--- config.mk ---
export PLATFORM = sky130hd
export DESIGN_NAME = add_float_unit
export DESIGN_NICKNAME = d
export VERILOG_FILES = /design/src/rtl/float_pkg.sv /design/src/rtl/lzc.sv /design/src/rtl/add_float_unit.sv
export SDC_FILE = /design/constraint.sdc
export NUM_CORES = 1
export LEC_CHECK = 0
export CAP_MARGIN = 20
export CORE_ASPECT_RATIO = 0.9
export CORE_MARGIN = 2
export CORE_UTILIZATION = 55
export CTS_BUF_LIST = sky130_fd_sc_hd__clkbuf_16
export DETAILED_ROUTE_END_ITERATION = 7
export PLACE_DENSITY = 0.73
export SKIP_LAST_GASP = 1
export SLEW_MARGIN = 15
export SYNTH_ARGS = -nofsm -noshare
export SYNTH_HDL_FRONTEND = slang
export SYNTH_HIERARCHICAL = 1
export SYNTH_SLANG_ARGS = --single-unit
--- constraint.sdc ---
create_clock -name clk -period 13.26 [get_ports clk]
set_input_delay 2.652 -clock clk [delete_from_list [all_inputs] [get_ports clk]]
set_output_delay 2.652 -clock clk [all_outputs]
set_load 0.1 [all_outputs]
--- src/rtl/float_pkg.sv ---
// Shared definitions for the floating-point adder: format geometry per width,
// the sequencing state enum and the special-value bit patterns.
package float_pkg;

    typedef enum logic [2:0] {
        ST_IDLE,
        ST_ALIGN,
        ST_ADD,
        ST_NORM,
        ST_ROUND
    } state_t;

    // Exponent field width; 0 marks an unsupported format width.
    function automatic int exp_bits(input int fw);
        case (fw)
            16:      return 5;
            32:      return 8;
            64:      return 11;
            default: return 0;
        endcase
    endfunction

    // Fraction field width (hidden bit excluded).
    function automatic int frac_bits(input int fw);
        case (fw)
            16:      return 10;
            32:      return 23;
            64:      return 52;
            default: return 0;
        endcase
    endfunction

    // Exponent bias for the format.
    function automatic int exp_bias(input int fw);
        if (exp_bits(fw) == 0) return 0;
        return (1 << (exp_bits(fw) - 1)) - 1;
    endfunction

    // Canonical quiet NaN: sign 0, exponent all ones, fraction MSB set.
    function automatic logic [63:0] qnan_bits(input int fw);
        return ((64'd1 << (exp_bits(fw) + 1)) - 64'd1) << (frac_bits(fw) - 1);
    endfunction

    // Positive infinity: exponent all ones, fraction zero.
    function automatic logic [63:0] inf_bits(input int fw);
        return ((64'd1 << exp_bits(fw)) - 64'd1) << frac_bits(fw);
    endfunction

endpackage

--- src/rtl/lzc.sv ---
// Parameterized leading-zero counter; an all-zero input yields WIDTH.
module lzc #(
    parameter int WIDTH = 27,
    parameter int CW    = $clog2(WIDTH + 1)
) (
    input  logic [WIDTH-1:0] value,
    output logic [CW-1:0]    count
);

    // Scan upward so the highest set bit is the last one to win.
    always_comb begin
        count = CW'(WIDTH);
        for (int i = 0; i < WIDTH; i++) begin
            if (value[i]) count = CW'(WIDTH - 1 - i);
        end
    end

endmodule

--- src/rtl/add_float_unit.sv ---
// Multi-cycle IEEE-754 adder/subtractor with flush-to-zero and a start/done
// handshake. One operation in flight; result and flags held until the next.
module add_float_unit
    import float_pkg::*;
#(
    parameter int FLOAT_WIDTH = 32
) (
    input  logic                   rst_n,
    input  logic                   clk,
    input  logic                   start,
    input  logic                   sub,
    input  logic [FLOAT_WIDTH-1:0] a,
    input  logic [FLOAT_WIDTH-1:0] b,
    output logic [FLOAT_WIDTH-1:0] o,
    output logic                   nan,
    output logic                   overflow,
    output logic                   underflow,
    output logic                   zero,
    output logic                   done
);

    localparam int EW = exp_bits(FLOAT_WIDTH);
    localparam int FW = frac_bits(FLOAT_WIDTH);
    localparam int MW = FW + 4;          // hidden bit + fraction + guard/round/sticky
    localparam int XW = EW + 2;          // signed working exponent
    localparam int LW = $clog2(MW + 1);
    localparam logic [FLOAT_WIDTH-1:0] QNAN    = FLOAT_WIDTH'(qnan_bits(FLOAT_WIDTH));
    localparam logic [FLOAT_WIDTH-2:0] INF_MAG = (FLOAT_WIDTH - 1)'(inf_bits(FLOAT_WIDTH));
    localparam logic signed [XW-1:0]   EXP_MAX = XW'((1 << EW) - 1);

    if (EW == 0) begin : g_bad_width
        $error("add_float_unit: FLOAT_WIDTH must be 16, 32 or 64");
    end

    state_t            state;
    logic              sign_a, sign_b, nan_in, inf_a, inf_b;
    logic [EW-1:0]     exp_a, exp_b, big_exp;
    logic [MW-1:0]     man_a, man_b, big_man, small_man, norm_man;
    logic              big_sign, zero_sign, eff_sub;
    logic              special_nan, special_inf, inf_sign;
    logic [MW:0]       sum;
    logic signed [XW-1:0] norm_exp;

    // Raw field views of the operand inputs.
    logic [EW-1:0] a_exp_in, b_exp_in;
    logic [FW-1:0] a_frac_in, b_frac_in;
    assign a_exp_in  = a[FLOAT_WIDTH-2 -: EW];
    assign b_exp_in  = b[FLOAT_WIDTH-2 -: EW];
    assign a_frac_in = a[FW-1:0];
    assign b_frac_in = b[FW-1:0];

    // Alignment: pick the larger magnitude and shift the other right with sticky.
    logic          a_first, shift_sticky;
    logic [EW-1:0] small_exp, exp_diff;
    logic [MW-1:0] small_raw, shifted;
    always_comb begin
        a_first   = {exp_a, man_a} >= {exp_b, man_b};
        small_exp = a_first ? exp_b : exp_a;
        small_raw = a_first ? man_b : man_a;
        exp_diff  = (a_first ? exp_a : exp_b) - small_exp;
        if (32'(exp_diff) >= MW) begin
            shifted      = '0;
            shift_sticky = |small_raw;
        end else begin
            shifted      = small_raw >> exp_diff;
            shift_sticky = |(small_raw & ~({MW{1'b1}} << exp_diff));
        end
    end

    logic [LW-1:0] lead_zeros;
    lzc #(.WIDTH(MW), .CW(LW)) u_lzc (
        .value (sum[MW-1:0]),
        .count (lead_zeros)
    );

    // Round to nearest even, renormalize, then classify the final result.
    logic                 round_up;
    logic [FW+1:0]        rounded;
    logic signed [XW-1:0] final_exp;
    logic [FW-1:0]        final_frac;
    logic [FLOAT_WIDTH-1:0] res_o;
    logic                 res_nan, res_ovf, res_unf, res_zero;
    always_comb begin
        round_up = norm_man[2] & (norm_man[1] | norm_man[0] | norm_man[3]);
        rounded  = {1'b0, norm_man[MW-1:3]} + {{(FW + 1){1'b0}}, round_up};
        if (rounded[FW+1]) begin
            final_exp  = norm_exp + XW'(1);
            final_frac = rounded[FW:1];
        end else begin
            final_exp  = norm_exp;
            final_frac = rounded[FW-1:0];
        end
        res_nan  = 1'b0;
        res_ovf  = 1'b0;
        res_unf  = 1'b0;
        res_zero = 1'b0;
        if (special_nan) begin
            res_o   = QNAN;
            res_nan = 1'b1;
        end else if (special_inf) begin
            res_o = {inf_sign, INF_MAG};
        end else if (norm_man == '0) begin
            res_o    = {zero_sign, {(FLOAT_WIDTH - 1){1'b0}}};
            res_zero = 1'b1;
        end else if (final_exp >= EXP_MAX) begin
            res_o   = {big_sign, INF_MAG};
            res_ovf = 1'b1;
        end else if (final_exp[XW-1] || final_exp == '0) begin
            res_o    = {big_sign, {(FLOAT_WIDTH - 1){1'b0}}};
            res_unf  = 1'b1;
            res_zero = 1'b1;
        end else begin
            res_o = {big_sign, final_exp[EW-1:0], final_frac};
        end
    end

    // Sequencer: capture, align, add, normalize, round; outputs registered on ROUND.
    always_ff @(posedge clk or negedge rst_n) begin
        if (!rst_n) begin
            state       <= ST_IDLE;
            sign_a      <= 1'b0;
            sign_b      <= 1'b0;
            nan_in      <= 1'b0;
            inf_a       <= 1'b0;
            inf_b       <= 1'b0;
            exp_a       <= '0;
            exp_b       <= '0;
            man_a       <= '0;
            man_b       <= '0;
            big_sign    <= 1'b0;
            big_exp     <= '0;
            big_man     <= '0;
            small_man   <= '0;
            eff_sub     <= 1'b0;
            zero_sign   <= 1'b0;
            special_nan <= 1'b0;
            special_inf <= 1'b0;
            inf_sign    <= 1'b0;
            sum         <= '0;
            norm_man    <= '0;
            norm_exp    <= '0;
            o           <= '0;
            nan         <= 1'b0;
            overflow    <= 1'b0;
            underflow   <= 1'b0;
            zero        <= 1'b0;
            done        <= 1'b0;
        end else begin
            done <= 1'b0;
            case (state)
                ST_IDLE: begin
                    if (start) begin
                        sign_a <= a[FLOAT_WIDTH-1];
                        sign_b <= b[FLOAT_WIDTH-1] ^ sub;
                        exp_a  <= a_exp_in;
                        exp_b  <= b_exp_in;
                        // Subnormals enter the datapath as zero.
                        man_a  <= (a_exp_in == '0) ? '0 : {1'b1, a_frac_in, 3'b000};
                        man_b  <= (b_exp_in == '0) ? '0 : {1'b1, b_frac_in, 3'b000};
                        nan_in <= (&a_exp_in && |a_frac_in) || (&b_exp_in && |b_frac_in);
                        inf_a  <= &a_exp_in && ~|a_frac_in;
                        inf_b  <= &b_exp_in && ~|b_frac_in;
                        state  <= ST_ALIGN;
                    end
                end
                ST_ALIGN: begin
                    big_sign    <= a_first ? sign_a : sign_b;
                    big_exp     <= a_first ? exp_a : exp_b;
                    big_man     <= a_first ? man_a : man_b;
                    small_man   <= shifted | {{(MW - 1){1'b0}}, shift_sticky};
                    eff_sub     <= sign_a ^ sign_b;
                    zero_sign   <= sign_a & sign_b;
                    special_nan <= nan_in || (inf_a && inf_b && (sign_a != sign_b));
                    special_inf <= inf_a || inf_b;
                    inf_sign    <= inf_a ? sign_a : sign_b;
                    state       <= ST_ADD;
                end
                ST_ADD: begin
                    sum   <= eff_sub ? ({1'b0, big_man} - {1'b0, small_man})
                                     : ({1'b0, big_man} + {1'b0, small_man});
                    state <= ST_NORM;
                end
                ST_NORM: begin
                    if (sum[MW]) begin
                        norm_man <= sum[MW:1] | {{(MW - 1){1'b0}}, sum[0]};
                        norm_exp <= XW'(big_exp) + XW'(1);
                    end else begin
                        norm_man <= sum[MW-1:0] << lead_zeros;
                        norm_exp <= XW'(big_exp) - XW'(lead_zeros);
                    end
                    state <= ST_ROUND;
                end
                ST_ROUND: begin
                    o         <= res_o;
                    nan       <= res_nan;
                    overflow  <= res_ovf;
                    underflow <= res_unf;
                    zero      <= res_zero;
                    done      <= 1'b1;
                    state     <= ST_IDLE;
                end
                default: state <= ST_IDLE;
            endcase
        end
    end

endmodule

[Yosys cells after proc, flatten, opt, wreduce, memory -nomap -nowiden]
Cells that the tools add are included.
Word-level totals
  input port bits: 68
  bits in read-only memories: 0
  memories: 0
  logic and storage cells: 144
  memory bits (writable): 0
  latch bits: 0
  output and inout port bits: 37
  bits in registers: 248
Operators by class
  $mul: 0
  div/mod/pow operators: 0
  magnitude comparators: 3
  reduce and logical (&&, ||, !) cells: 24
  shift operators: 3
  equal/unequal tests: 6
  $add $sub $neg: 7
  muxes and demuxes: 63
  bitwise gates (word level): 10
Operators by type and width (count)
  2-to-1 mux 27 bit: 6
  2-to-1 mux 32 bit: 3
  2-to-1 mux 5 bit: 16
  2-to-1 mux 31 bit: 2
  bitwise OR 27 x 1 -> 27 bit: 2
  OR reduction 27 bit: 2
  OR reduction 23 bit: 2
  greater-or-equal comparator 35 bit: 1
  2-to-1 mux 4 bit: 8
  adder 27 x 27 -> 28 bit: 1
  2-to-1 mux 28 bit: 1
  subtractor 27 x 27 -> 28 bit: 1
  bitwise AND 27 bit: 1
  logical NOT 27 bit: 1
  inverter 27 bit: 1
  left shift 27 x 5 -> 27 bit: 1
  left shift 27 x 8 -> 27 bit (first input constant): 1
  right shift 27 x 8 -> 27 bit: 1
  adder 24 x 1 -> 25 bit: 1
  2-to-1 mux 23 bit: 1
  2-to-1 mux 10 bit: 2
  2-to-1 mux 1 bit: 18
  logical NOT 8 bit: 2
  2-to-1 mux 8 bit: 2
  other kinds (24): 39

[Depth between registers and ports, before layout]
  word-level depth: 29
  gate-level depth with buffers: 23
  depth with buffers taken out: 21

[By module]
The synthesis kept the hierarchy.
By module, submodules not included
  add_float_unit: cells an instance 1922, area each 16542.1 µm², instances 1, seq. area each 5980.7 µm²
  lzc: cells an instance 51, area each 277.8 µm², instances 1, seq. area each 0.0 µm²

[Worst setup path before layout]
No wires, ideal clock.
  kind: register to register
  start point: register exp_a[2]
  end point: register small_man[0]
  path buffers: 2
  arrival time: 4.660 ns
  clock period less this slack: 4.786 ns
  slack: 8.474 ns
  library setup time: 0.126 ns
  data required time: 13.134 ns
  cell stages (with the launch flop): 20
  cells stage by stage: dfrtp_1 ha_1 buf_2 nand4_1 nor4_1 o221a_2 a21oi_2 buf_6 mux2_4 inv_1 ha_1 nor3_1 xor2_1 mux2i_1 nor2_1 a311oi_1 nor3_1 o2bb2ai_1 or4_1 o32a_1
Between the ends
  word-level cells in the longest chain between the ends: 9
  elaborated cells on any way between the ends: 15
  classes of those cells: add/sub (1); order compare (2); shift (2); mux (5); bitwise (3); reduce/logical (2)
Ends and longest elaborated chain
  from (decl): RTL line add_float_unit.sv:37  | logic [EW-1:0] exp_a, exp_b, big_exp;
  from (signal assigned): RTL line add_float_unit.sv:155  | exp_a <= a_exp_in;
  greater-or-equal comparator 35 bit: RTL line add_float_unit.sv:57  | a_first = {exp_a, man_a} >= {exp_b, man_b};
  2-to-1 mux 8 bit (on tied branches): RTL line add_float_unit.sv:60, add_float_unit.sv:58
  subtractor 8 bit: RTL line add_float_unit.sv:60  | exp_diff = (a_first ? exp_a : exp_b) - small_exp;
  left shift 27 x 8 -> 27 bit: RTL line add_float_unit.sv:66  | shift_sticky = |(small_raw & ~({MW{1'b1}} << exp_diff));
  inverter 27 bit: RTL line add_float_unit.sv:66
  bitwise AND 27 bit: RTL line add_float_unit.sv:66
  OR reduction 27 bit: RTL line add_float_unit.sv:66
  2-to-1 mux 1 bit: RTL line add_float_unit.sv:61  | if (32'(exp_diff) >= MW) begin
  bitwise OR 27 x 1 -> 27 bit (*): RTL line add_float_unit.sv:170  | small_man <= shifted | {{(MW - 1){1'b0}}, shift_sticky};
  to (signal assigned): RTL line add_float_unit.sv:170
  to (decl): RTL line add_float_unit.sv:38  | logic [MW-1:0] man_a, man_b, big_man, small_man, norm_man;
Every way passes the cells marked *; elsewhere a longest branch is shown, timed or not.
A chain may end at the register's enable or synchronous reset.

[Final worst setup path]
  start point: register exp_b[0]
  end point: register small_man[0]
Between the ends
  word-level cells in the longest chain between the ends: 9
  elaborated cells on any way between the ends: 15
  classes of those cells: add/sub (1); order compare (2); shift (2); mux (5); bitwise (3); reduce/logical (2)
Ends and longest elaborated chain
  from (decl): RTL line add_float_unit.sv:37
  from (signal assigned): RTL line add_float_unit.sv:156  | exp_b <= b_exp_in;
  greater-or-equal comparator 35 bit: RTL line add_float_unit.sv:57
  2-to-1 mux 8 bit (on tied branches): RTL line add_float_unit.sv:60, add_float_unit.sv:58
  subtractor 8 bit: RTL line add_float_unit.sv:60
  left shift 27 x 8 -> 27 bit: RTL line add_float_unit.sv:66
  inverter 27 bit: RTL line add_float_unit.sv:66
  bitwise AND 27 bit: RTL line add_float_unit.sv:66
  OR reduction 27 bit: RTL line add_float_unit.sv:66
  2-to-1 mux 1 bit: RTL line add_float_unit.sv:61
  bitwise OR 27 x 1 -> 27 bit (*): RTL line add_float_unit.sv:170
Marks and branches as above.

==> insert_results.sql <==
INSERT INTO impl_metrics (metric_group, metric, value, unit) VALUES
('detailed_routing', 'number_of_drc_violations_after_detailed_routing_iteration_0', '1424', ''),
('synthesis', 'syn_area_per_cell', '8.53', 'um^2'),
('clocking', 'numCtsBuffers', '28', ''),
('floorplan', 'design.core.area', '30000', 'um^2'),
('clocking', 'htree_num_levels', '1', ''),
('detailed_routing', 'drt_pass1_iterations', '6', ''),
('final_layout', 'nFillCells', '2676', ''),
('global_routing', 'antenna_found_initial', '1', ''),
('timing', 'worst_pin_slew', '1.06', 'ns'),
('detailed_routing', 'detail_route.wl_per_cell', '21.1', 'um'),
('worst_setup_path', 'slowest_stage', 'sky130_fd_sc_hd__or4_1', ''),
('worst_setup_path', 'rrSetupSlack', '7.90', 'ns'),
('final_layout', 'antennaDiodeCount', '0', ''),
('timing', 'timing.final.setup_violations', '0', ''),
('placement', 'place_hpwl', '38.9', 'mm'),
('global_routing', 'grt_max_degree', '99', ''),
('worst_setup_path', 'crit_path_cell_trace', 'inv_1, ha_1, buf_4, nand4_1, nor4_1, o221a_2, a21o_2, buf_4, mux2i_1, a21o_1, a2111o_1, a31oi_2, nor2_2, a2111oi_4, a2111oi_0, or4_1, o32a_1', ''),
('status', 'outcome', 'complete, no violations', ''),
('floorplan', 'rows', '60', ''),
('synthesis', 'dominantRegCellSynth', 'sky130_fd_sc_hd__dfrtp_1', ''),
('clocking', 'cts_hold_buf', '0', ''),
('global_routing', 'grtUsageTotal', '32.3', '%'),
('timing', 'timing.final.crit_share', '40.4', '%'),
('clocking', 'cts_setup_buffers', '0', ''),
('synthesis', 'synth-edff-count', '0', ''),
('clocking', 'clkTransAtPathRegs', '0.06', 'ns'),
('worst_setup_path', 'critical_path_end', 'small_man[0]$_DFFE_PN0P_', ''),
('global_routing', 'grt_pass1_wl', '82.2', 'mm'),
('clocking', 'clock_insertion_delay_at_the_later_pin_of_the_skew_report', '0.56', 'ns'),
('worst_setup_path', 'max_stage_delay', '0.57', 'ns'),
('synthesis', 'synthesis.nets', '2109', ''),
('worst_setup_path', 'worst_ep_arrival_time', '5.79', 'ns'),
('synthesis', 'synth_common_cells', 'sky130_fd_sc_hd__nand2_1 (286), sky130_fd_sc_hd__dfrtp_1 (239), sky130_fd_sc_hd__nor2_1 (167)', ''),
('placement', 'port-buffer-count', '104', ''),
('clocking', 'tritoncts_num_sinks', '239', ''),
('worst_setup_path', 'crit_top_cell', 'sky130_fd_sc_hd__buf_4', ''),
('worst_setup_path', 'worst-endpoint-required', '13.70', 'ns'),
('worst_setup_path', 'worstSetupStartpoint', 'exp_b[0]$_DFFE_PN0P_', ''),
('floorplan', 'die_h', '170', 'um'),
('detailed_routing', 'route.antenna.remaining_nets', '0', ''),
('floorplan', 'initial_utilization', '56.0', '%'),
('synthesis', 'synth_top_area_share', '35.6', '%'),
('detailed_routing', 'drt-total-wl', '51.6', 'mm'),
('final_layout', 'area_growth', '13.2', '%'),
('worst_setup_path', 'worstSetupStartpointType', 'flip-flop', ''),
('detailed_routing', 'num_vias', '15536', ''),
('timing', 'setup_total_negative_slack', '0', 'ns'),
('flow_run', 'maxCapViolations', '0', ''),
('synthesis', 'synthTopCellsByArea', 'sky130_fd_sc_hd__dfrtp_1 (36%), sky130_fd_sc_hd__nand2_1 (6.4%), sky130_fd_sc_hd__mux2i_1 (6.2%), sky130_fd_sc_hd__ha_1 (5.0%), sky130_fd_sc_hd__o21ai_0 (4.4%)', ''),
('timing', 'period_needed', '5.36', 'ns'),
('final_layout', 'post_route_cells_drive_above_1_share', '6.78', '%'),
('timing', 'hold_viol_final', '0', ''),
('timing', 'slew-limit-headroom', '28.6', '%'),
('synthesis', 'number_of_distinct_library_cells_after_synthesis', '93', ''),
('synthesis', 'synth_most_common_cell', 'sky130_fd_sc_hd__nand2_1', ''),
('clocking', 'cts.repair.resized', '0', ''),
('global_routing', 'globalRoute.totalOverflow', '0', ''),
('global_routing', 'grt_pass1_vias', '14374', ''),
('synthesis', 'yosys_warnings', '6', ''),
('detailed_routing', 'drc_errors', '0', ''),
('floorplan', 'design.die.area', '32000', 'um^2'),
('synthesis', 'sequential_share_of_the_synthesized_area', '35.6', '%'),
('detailed_routing', 'vias_per_cell', '6.37', ''),
('worst_setup_path', 'path_max_fanout', '60', ''),
('worst_setup_path', 'cp-end-kind', 'flip-flop', ''),
('floorplan', 'num_io_pins', '105', ''),
('placement', 'place.gp.congestion', '0.978', ''),
('timing', 'fin_worst_skew', '0.0122', 'ns'),
('synthesis', 'synth-seq-cells', '239', ''),
('clocking', 'cts-root-buf', 'sky130_fd_sc_hd__clkbuf_16', ''),
('synthesis', 'synthesis.instances', '1973', '');
-- sequential cells by signal, indices dropped and copies added (netlist names), 3 cells and up --
name,flops
o,32
sum,28
norm_man,27
small_man,27
big_man,24
man_a,24
man_b,24
norm_exp,10
big_exp,8
exp_a,8
exp_b,8
state,3
-- layout by cell type (no fill, tap or decap), drive strengths merged, types with 61 or more instances in the layout --
cell type | Yosys | routed
a21oi | 94 | 94
a22o | 68 | 68
a31oi | 61 | 61
clkdlybuf4s50 | 0 | 103
dfrtp | 239 | 239
ha | 67 | 67
inv | 68 | 71
mux2i | 105 | 105
nand2 | 287 | 287
nor2 | 168 | 168
o21ai | 152 | 152
xnor2 | 61 | 61
-- kinds of logic (layout without fill, tap and decap cells) --
| group | Yosys count | count (layout) | synth area share (%) |
|---|---|---|---|
| fa+ha+maj | 69 | 69 | 5.16 |
| mux | 142 | 142 | 9.44 |
| flops | 239 | 239 | 35.6 |
| compound gates | 547 | 547 | 21.7 |
| buf+inv | 183 | 246 | 4.31 |
| simple gates | 702 | 702 | 19.1 |
| xor+xnor | 91 | 91 | 4.74 |
-- worst min-delay path by stage --
stage	startpoint	to	slack [ns]	depth (start not counted)
global route	zero$_DFFE_PN0P_	zero$_DFFE_PN0P_	0.49	1
floorplan	zero_sign$_DFFE_PN0P_	zero_sign$_DFFE_PN0P_	0.45	2
finish	zero$_DFFE_PN0P_	zero$_DFFE_PN0P_	0.47	1
CTS	zero$_DFFE_PN0P_	zero$_DFFE_PN0P_	0.48	1
detailed placement	zero$_DFFE_PN0P_	zero$_DFFE_PN0P_	0.47	1
global placement	zero_sign$_DFFE_PN0P_	zero_sign$_DFFE_PN0P_	0.46	2
-- layer usage --
| metal | vias to the layer above | global-route usage (%) | routed length, um | share of wire (%) |
|---|---|---|---|---|
| met2 | 668 | 51.0 | 23000 | 45 |
| li1 | 7305 | - | - | - |
| met3 | 109 | 3.92 | 3910 | 7.6 |
| met5 | - | 0 | 13 | 0.025 |
| met4 | 2 | 9.24 | 1670 | 3.2 |
| met1 | 7452 | 46.8 | 23000 | 45 |
-- worst max-delay path: cells and delay by family (launching register included) --
kind                     cells  cell delay, ns
multiplexers                 1            0.24
AO/OA/AOI/OAI                8            2.08
buffers and inverters        3            1.01
flip-flops                   1            0.38
adder cells (fa/ha/maj)      1            0.28
AND/OR/NAND/NOR              4            1.23
-- final cells by class --
| class | instances | area [um^2] | share of cell area [%] |
|---|---|---|---|
| clock inverter | 20 | 188 | 0.985 |
| timing repair buffer | 127 | 1220 | 6.42 |
| clock buffer | 29 | 726 | 3.81 |
| multi-input combinational | 1551 | 10200 | 53.4 |
| tap | 403 | 504 | 2.65 |
| inverter | 70 | 263 | 1.38 |
| sequential | 239 | 5980 | 31.4 |
-- stage by stage --
stage | instance area [um^2] | hold slack [ns] | std cells | worst slack (ns) | util (%)
after global routing | 19000 | 0.495 | 2439 | 7.57 | 63.4
after global placement | 18100 | 0.459 | 2389 | 8.02 | 60.4
final | 19000 | 0.473 | 2439 | 7.90 | 63.4
after floorplan | 16800 | 0.445 | 1973 | 8.47 | -
after detailed placement | 18100 | 0.466 | 2389 | 7.93 | 60.4
after CTS | 19000 | 0.479 | 2438 | 7.90 | 63.4
Power is not shown: default switching activity piles up to over one toggle a cycle in this logic, so the estimate is an artifact.
